==> src/rtl/cache_mem_arbiter_pkg.sv <==
// cache_mem_arbiter_pkg: shared FSM state, grant and size constants for the cache/memory arbiter
package cache_mem_arbiter_pkg;
    localparam logic [1:0] ST_IDLE   = 2'd0;
    localparam logic [1:0] ST_ADDR   = 2'd1;
    localparam logic [1:0] ST_DATA   = 2'd2;
    localparam logic       GNT_I     = 1'b0;
    localparam logic       GNT_D     = 1'b1;
    localparam logic [1:0] SIZE_WORD = 2'd2;
endpackage

==> src/rtl/cache_mem_arb_pick.sv <==
// cache_mem_arb_pick: Dcache-priority pick with Icache anti-starvation; in icache_req/dcache_req/starve_cnt, out gnt_valid/gnt/starve_cnt_nxt
module cache_mem_arb_pick
    import cache_mem_arbiter_pkg::*;
#(
    parameter int STARVE_LIMIT = 4,
    parameter int CNT_WIDTH    = 3
) (
    input  logic                 icache_req,
    input  logic                 dcache_req,
    input  logic [CNT_WIDTH-1:0] starve_cnt,
    output logic                 gnt_valid,
    output logic                 gnt,
    output logic [CNT_WIDTH-1:0] starve_cnt_nxt
);
    localparam logic [CNT_WIDTH-1:0] LIMIT = CNT_WIDTH'(STARVE_LIMIT);
    always_comb begin
        gnt_valid      = icache_req | dcache_req;
        gnt            = (dcache_req && !(icache_req && starve_cnt == LIMIT)) ? GNT_D : GNT_I;
        // only a Dcache win over a waiting Icache counts toward starvation
        starve_cnt_nxt = (gnt == GNT_D && icache_req) ?
                         ((starve_cnt == LIMIT) ? starve_cnt : starve_cnt + 1'b1) : '0;
    end
endmodule

==> src/rtl/cache_mem_arbiter.sv <==
// cache_mem_arbiter: shares one memory req/addrOK/dataOK port between Icache (line reads) and Dcache; clk/rst, icache_*/mem_icache_*, dcache_*/mem_dcache_*, mem_* ports
module cache_mem_arbiter
    import cache_mem_arbiter_pkg::*;
#(
    parameter int OFFSET_WIDTH = 2,
    parameter int STARVE_LIMIT = 4,
    parameter int CNT_WIDTH    = 3,
    localparam int LW          = 32 * (1 << OFFSET_WIDTH)
) (
    input  logic          clk,
    input  logic          rst,
    input  logic          icache_mem_req,
    input  logic [31:0]   icache_mem_addr,
    output logic          mem_icache_addrOK,
    output logic          mem_icache_dataOK,
    output logic [LW-1:0] mem_icache_din,
    input  logic          dcache_mem_req,
    input  logic          dcache_mem_wr,
    input  logic          dcache_mem_SUC,
    input  logic [31:0]   dcache_mem_addr,
    input  logic [31:0]   dcache_mem_dout,
    input  logic [1:0]    dcache_mem_size,
    input  logic [3:0]    dcache_mem_wstrb,
    output logic          mem_dcache_addrOK,
    output logic          mem_dcache_dataOK,
    output logic [LW-1:0] mem_dcache_din,
    output logic          mem_req,
    output logic          mem_wr,
    output logic          mem_SUC,
    output logic          mem_line,
    output logic [31:0]   mem_addr,
    output logic [31:0]   mem_wdata,
    output logic [1:0]    mem_size,
    output logic [3:0]    mem_wstrb,
    input  logic          mem_addrOK,
    input  logic          mem_dataOK,
    input  logic [LW-1:0] mem_rdata
);
    logic [1:0]           state_q, state_d;
    logic                 grant_q, grant_d;
    logic [CNT_WIDTH-1:0] starve_q, starve_d;
    logic                 pick_valid, pick_gnt;
    logic [CNT_WIDTH-1:0] pick_cnt;
    logic                 is_d, greq, in_addr, in_data, act, aok, dok;

    cache_mem_arb_pick #(.STARVE_LIMIT(STARVE_LIMIT), .CNT_WIDTH(CNT_WIDTH)) u_pick (
        .icache_req     (icache_mem_req),
        .dcache_req     (dcache_mem_req),
        .starve_cnt     (starve_q),
        .gnt_valid      (pick_valid),
        .gnt            (pick_gnt),
        .starve_cnt_nxt (pick_cnt)
    );

    always_comb begin
        is_d     = grant_q == GNT_D;
        greq     = is_d ? dcache_mem_req : icache_mem_req;
        in_addr  = state_q == ST_ADDR;
        in_data  = state_q == ST_DATA;
        act      = in_addr && greq;
        aok      = act && mem_addrOK;
        // a dataOK only counts once the address has been accepted (possibly this same cycle)
        dok      = (in_data || aok) && mem_dataOK;
        state_d  = state_q;
        grant_d  = grant_q;
        starve_d = starve_q;
        if (state_q == ST_IDLE) begin
            if (pick_valid) begin
                state_d  = ST_ADDR;
                grant_d  = pick_gnt;
                starve_d = pick_cnt;
            end
        end else if (in_addr) begin
            state_d = !greq ? ST_IDLE : !mem_addrOK ? ST_ADDR : mem_dataOK ? ST_IDLE : ST_DATA;
        end else begin
            state_d = (in_data && !mem_dataOK) ? ST_DATA : ST_IDLE;
        end
        mem_req           = act;
        mem_wr            = act && is_d && dcache_mem_wr;
        mem_SUC           = act && is_d && dcache_mem_SUC;
        mem_line          = act && (!is_d || (!dcache_mem_wr && !dcache_mem_SUC));
        mem_addr          = act ? (is_d ? dcache_mem_addr : icache_mem_addr) : '0;
        mem_wdata         = (act && is_d) ? dcache_mem_dout : '0;
        mem_size          = act ? (is_d ? dcache_mem_size : SIZE_WORD) : '0;
        mem_wstrb         = (act && is_d) ? dcache_mem_wstrb : '0;
        mem_icache_addrOK = aok && !is_d;
        mem_dcache_addrOK = aok && is_d;
        mem_icache_dataOK = dok && !is_d;
        mem_dcache_dataOK = dok && is_d;
        mem_icache_din    = (dok && !is_d) ? mem_rdata : '0;
        mem_dcache_din    = (dok && is_d) ? mem_rdata : '0;
    end

    always_ff @(posedge clk or posedge rst) begin
        if (rst) begin
            state_q  <= ST_IDLE;
            grant_q  <= GNT_I;
            starve_q <= '0;
        end else begin
            state_q  <= state_d;
            grant_q  <= grant_d;
            starve_q <= starve_d;
        end
    end
endmodule

==> config.mk <==
export PLATFORM = sky130hd
export DESIGN_NAME = cache_mem_arbiter
export DESIGN_NICKNAME = d
export VERILOG_FILES = /design/src/rtl/cache_mem_arbiter_pkg.sv /design/src/rtl/cache_mem_arb_pick.sv /design/src/rtl/cache_mem_arbiter.sv
export SDC_FILE = /design/constraint.sdc
export NUM_CORES = 1
export LEC_CHECK = 0
export CORE_AREA = 8 8 214 216
export DETAILED_ROUTE_END_ITERATION = 10
export DIE_AREA = 0 0 222 224
export GPL_TIMING_DRIVEN = 0
export MAX_ROUTING_LAYER = met4
export PLACE_DENSITY = 0.42
export SLEW_MARGIN = 20
export SYNTH_ARGS = -nofsm -noshare
export SYNTH_HDL_FRONTEND = slang
export SYNTH_SLANG_ARGS = --single-unit
==> constraint.sdc <==
create_clock -name clk -period 1.7 [get_ports clk]
set_input_delay 0.17 -clock clk [delete_from_list [all_inputs] [get_ports clk]]
set_output_delay 0.17 -clock clk [all_outputs]
set_load 0.01 [all_outputs]
==> metrics.md <==
| Metric | Value |
|---|---|
| Outcome | complete, but fails checks |
| Violated checks | setup timing |
| Crit Path Max Fanout | 7 |
| DRC violation count after routing | 0 |
| Ratio of cells with drive above 1 in the final layout | 0.336 |
| CTS tree | done |
| Number of placed instances, taps included | about 1700 |
| Element type at the critical path end | primary output |
| Row count | 76 |
| Routability Congestion | ~0.83 |
| Measured slew at the worst slew-check pin | between 0.6 and 0.7 ns |
| Total clock buffers created by CTS | 3 |
| Maximum number of buffers from clock root to sink | 2 |
| Number of DRC violations after detailed-routing iteration 0 | approximately 230 |
| Final setup fails | between 300 and 400 |
| Layout Nets | ~1400 |
| Launch point of the worst path | state_q[1] |
| Static Leak | between 6 and 7 nW |
| Count of port buffers added during placement | between 500 and 600 |
| Largest stage delay on the critical path | around 0.42 ns |
| CP bufs+invs | 5 |
| Area of all placed cells without fillers | approximately 10000 um2 |
| Core region area | ~43000 um2 |
| Ranking of synthesized cells by instance count | sky130_fd_sc_hd__nor2_1 (297), sky130_fd_sc_hd__nand2_1 (130), sky130_fd_sc_hd__and2_1 (41) |
| Most instantiated library cell after synthesis | sky130_fd_sc_hd__nor2_1 |
| Worst setup SP type | flip-flop |
| Cell area after synthesis | around 2900 um2 |
| Share of async-settable or async-resettable flops after synthesis | 1.00 |
| Drt first pass iters | 4 |
| Number of enable-type register cells in the synthesized netlist | 0 |
| Warnings, synthesis | 0 |
| Areal power density over the cells | just over 600 nW/um2 |
| Max Transition Viols Final | 0 |
| Clock tree root buffer cell | sky130_fd_sc_hd__clkbuf_16 |
| Number of library cell types mapped by synthesis | 24 |
| Sequential fraction of the synthesis area | 0.0520 |
| Number of antenna violations at the first check in global routing | 8 |
| Worst slew margin relative to its limit | 0.540 |
| Via/cell ratio | 3.57 |
| I/O pin count | 572 |
| Category of the most critical setup path | reg2out |
| H-tree levels | 1 |
| Setup total negative slack | -65.60 ns |
| Cell Count, Final, Fillers Out | between 1500 and 2000 |
| Total Wirelength | 35.9 mm |
| Path class of the lowest-slack min-delay path | in2async |
| Area overhead of the layout relative to synthesis | 254% |
| Worst path setup slack after routing | -0.330 ns |
| Register bit count reported by yosys | 6 |
| Number of standard cells after synthesis | roughly 600 |
| Starting Density | 0.0680 |
| Worst setup skew after layout | between 0.0006 and 0.0007 ns |
| Post-cts hold buffer count | 0 |
| Width of the die | between 200 and 250 um |
| Total Routing Usage GR | 0.130 |
| Overall power consumption | about 6.3 mW |
| Wire length of the first global-routing pass | around 47 mm |
| Clk_lat worst skew | about 0.23 ns |
| Data required time of the worst path | 1.53 ns |
| Routed wire length per instance | 20.5 um |
| Pin count of the biggest net entering global routing | 11 |
| Share of the cycle needed by the critical path after routing | 1.19 |
| Most frequent cell on the critical path | sky130_fd_sc_hd__buf_12 |
| Cell type of the slowest stage on the worst timing path | sky130_fd_sc_hd__dfrtp_1 |
| Gate family responsible for the most delay along the worst path | buffers and inverters |
| Crit path time final | ~2.0 ns |
| Mean Syn Cell Area | just under 5 um2 |
| Die area | 49700 um2 |
| Maximum VDD drop | 0.000459 V |
| Most area-hungry cell type in the Yosys netlist | sky130_fd_sc_hd__nor2_1 |
| WP data arrival | about 1.9 ns |
| Cell types occupying the most area after synthesis | sky130_fd_sc_hd__nor2_1 (39%), sky130_fd_sc_hd__nand2_1 (17%), sky130_fd_sc_hd__mux2i_1 (11%) |
| Total vias in the final route | between 6000 and 7000 |
| Final number of hold-violating endpoints | 0 |
| Final HPWL DP | just over 30 mm |
| Residual antenna-violating net count after detailed routing | 0 |
| Net Count, Synth | approximately 830 |
| Instance area after placement | between 9000 and 10000 um2 |
| Max capacitance violation total | 0 |
| Fmax | slightly below 0.5 GHz |
| Top cell type's share of synthesized area | 0.386 |
| Die height | approximately 220 um |
| Unrepaired setup endpoints after global routing | yes |
| Clock-pin slew reported for the worst setup and hold paths after clock tree synthesis | 0.03 ns |
| Via count of the first global-routing pass | around 6600 |
| Total number of clock tree sinks | 6 |
| Cells along the critical path | and4b_1 -> o21ai_4 -> buf_6 -> buf_12 -> buf_8 -> buf_12 -> nor2_1 -> clkbuf_2 |
| Overflow left after global routing | 0 |
| Top_reg_cell synth | sky130_fd_sc_hd__dfrtp_1 |
| Launch point of the worst reg-to-reg path | starve_q[0] |
[stage by stage]
step | utilization | hold WS [ns] | setup slack (ns)
6_report | 0.240 | 0.278 | -0.330
5_1_grt | 0.240 | 0.332 | -0.381
4_1_cts | 0.221 | 0.288 | -0.670
3_5_place_dp | 0.218 | 0.523 | -0.917
3_3_place_gp | 0.218 | 0.524 | -0.941
2_1_floorplan | - | -0.0390 | 0.282
[sequential cells by signal, summed over array words and instances (netlist names)]
name / cells
starve_q: 3
state_q: 2
grant_q: 1
[timing repair]
action / CTS / global route
gates resized for setup: 192 / 919
gates cloned: 1 / 18
pin swaps: 7 / 19
endpoints found under the setup margin: 334 / 334
buffers inserted: 4 / 15
endpoints found under the hold margin: 0 / 0
[per-layer routing]
metal / GRT usage / vias to the layer above / routed length (um)
li1: - / 3014 / -
met1: 0.127 / 2820 / 13000
met2: 0.247 / 382 / 19600
met3: 0.0445 / 25 / 2890
met4: 0.0291 / 0 / 438
met5: - / - / 0
[where the power goes]
group / switching [mW] / internal, mW
Clock: 0.0822 / 0.302
Combinational: 2.70 / 2.96
Sequential: 0.0514 / 0.195
Total: 2.84 / 3.45
[layout by cell type (no fill, tap or decap), types with 2 or more instances in the layout]
cell | netlist | routed
sky130_fd_sc_hd__buf_8 | 0 | 15
sky130_fd_sc_hd__inv_1 | 7 | 6
sky130_fd_sc_hd__dlymetal6s2s_1 | 0 | 109
sky130_fd_sc_hd__buf_12 | 0 | 12
sky130_fd_sc_hd__clkdlybuf4s50_1 | 0 | 238
sky130_fd_sc_hd__and2_4 | 0 | 9
sky130_fd_sc_hd__buf_4 | 15 | 18
sky130_fd_sc_hd__clkbuf_16 | 0 | 18
sky130_fd_sc_hd__nor2_4 | 0 | 44
sky130_fd_sc_hd__clkbuf_4 | 0 | 2
sky130_fd_sc_hd__clkbuf_1 | 17 | 12
sky130_fd_sc_hd__nor2_2 | 0 | 41
sky130_fd_sc_hd__and2_1 | 41 | 32
sky130_fd_sc_hd__buf_2 | 10 | 83
sky130_fd_sc_hd__mux2i_1 | 32 | 32
sky130_fd_sc_hd__nand2_1 | 130 | 129
sky130_fd_sc_hd__clkbuf_2 | 0 | 84
sky130_fd_sc_hd__and2b_2 | 0 | 2
sky130_fd_sc_hd__a22o_1 | 3 | 3
sky130_fd_sc_hd__a21oi_1 | 2 | 2
sky130_fd_sc_hd__ha_1 | 2 | 2
sky130_fd_sc_hd__o21ai_4 | 0 | 2
sky130_fd_sc_hd__buf_6 | 11 | 64
sky130_fd_sc_hd__dfrtp_1 | 6 | 6
sky130_fd_sc_hd__dlygate4sd2_1 | 0 | 3
sky130_fd_sc_hd__diode_2 | 0 | 8
sky130_fd_sc_hd__nor2_1 | 297 | 212
[layout make-up]
| cell class | count | area, um2 |
|---|---|---|
| inverter | 7 | 26.3 |
| clock buffer | 3 | 75.1 |
| antenna | 8 | 20.0 |
| tap | 546 | 683 |
| multi-input combinational | 522 | 2850 |
| sequential | 6 | 150 |
| fill | 4830 | 32300 |
| buffer | 50 | 584 |
| timing repair buffer | 608 | 5830 |
[final timing paths]
kind                       slack [ns]  cells past startpoint                  end
setup / recovery                -0.33                      8  mem_dcache_din[109]
hold / removal                   0.28                      2              grant_q
setup reg to reg                 0.27                      4              grant_q
hold reg to reg                  0.54                      1          starve_q[2]
max in group asynchronous        1.22                      2          starve_q[0]
min in group clk                 0.35                      2           state_q[1]
[logic make-up after synthesis]
logic type,count (synthesis),share of synthesized area
simple gates,475,0.663
buf+inv,60,0.130
mux,33,0.115
compound gates,12,0.0312
flops,6,0.0520
fa+ha+maj,2,0.00866
Note: power is estimated with default switching activity, not from simulation.
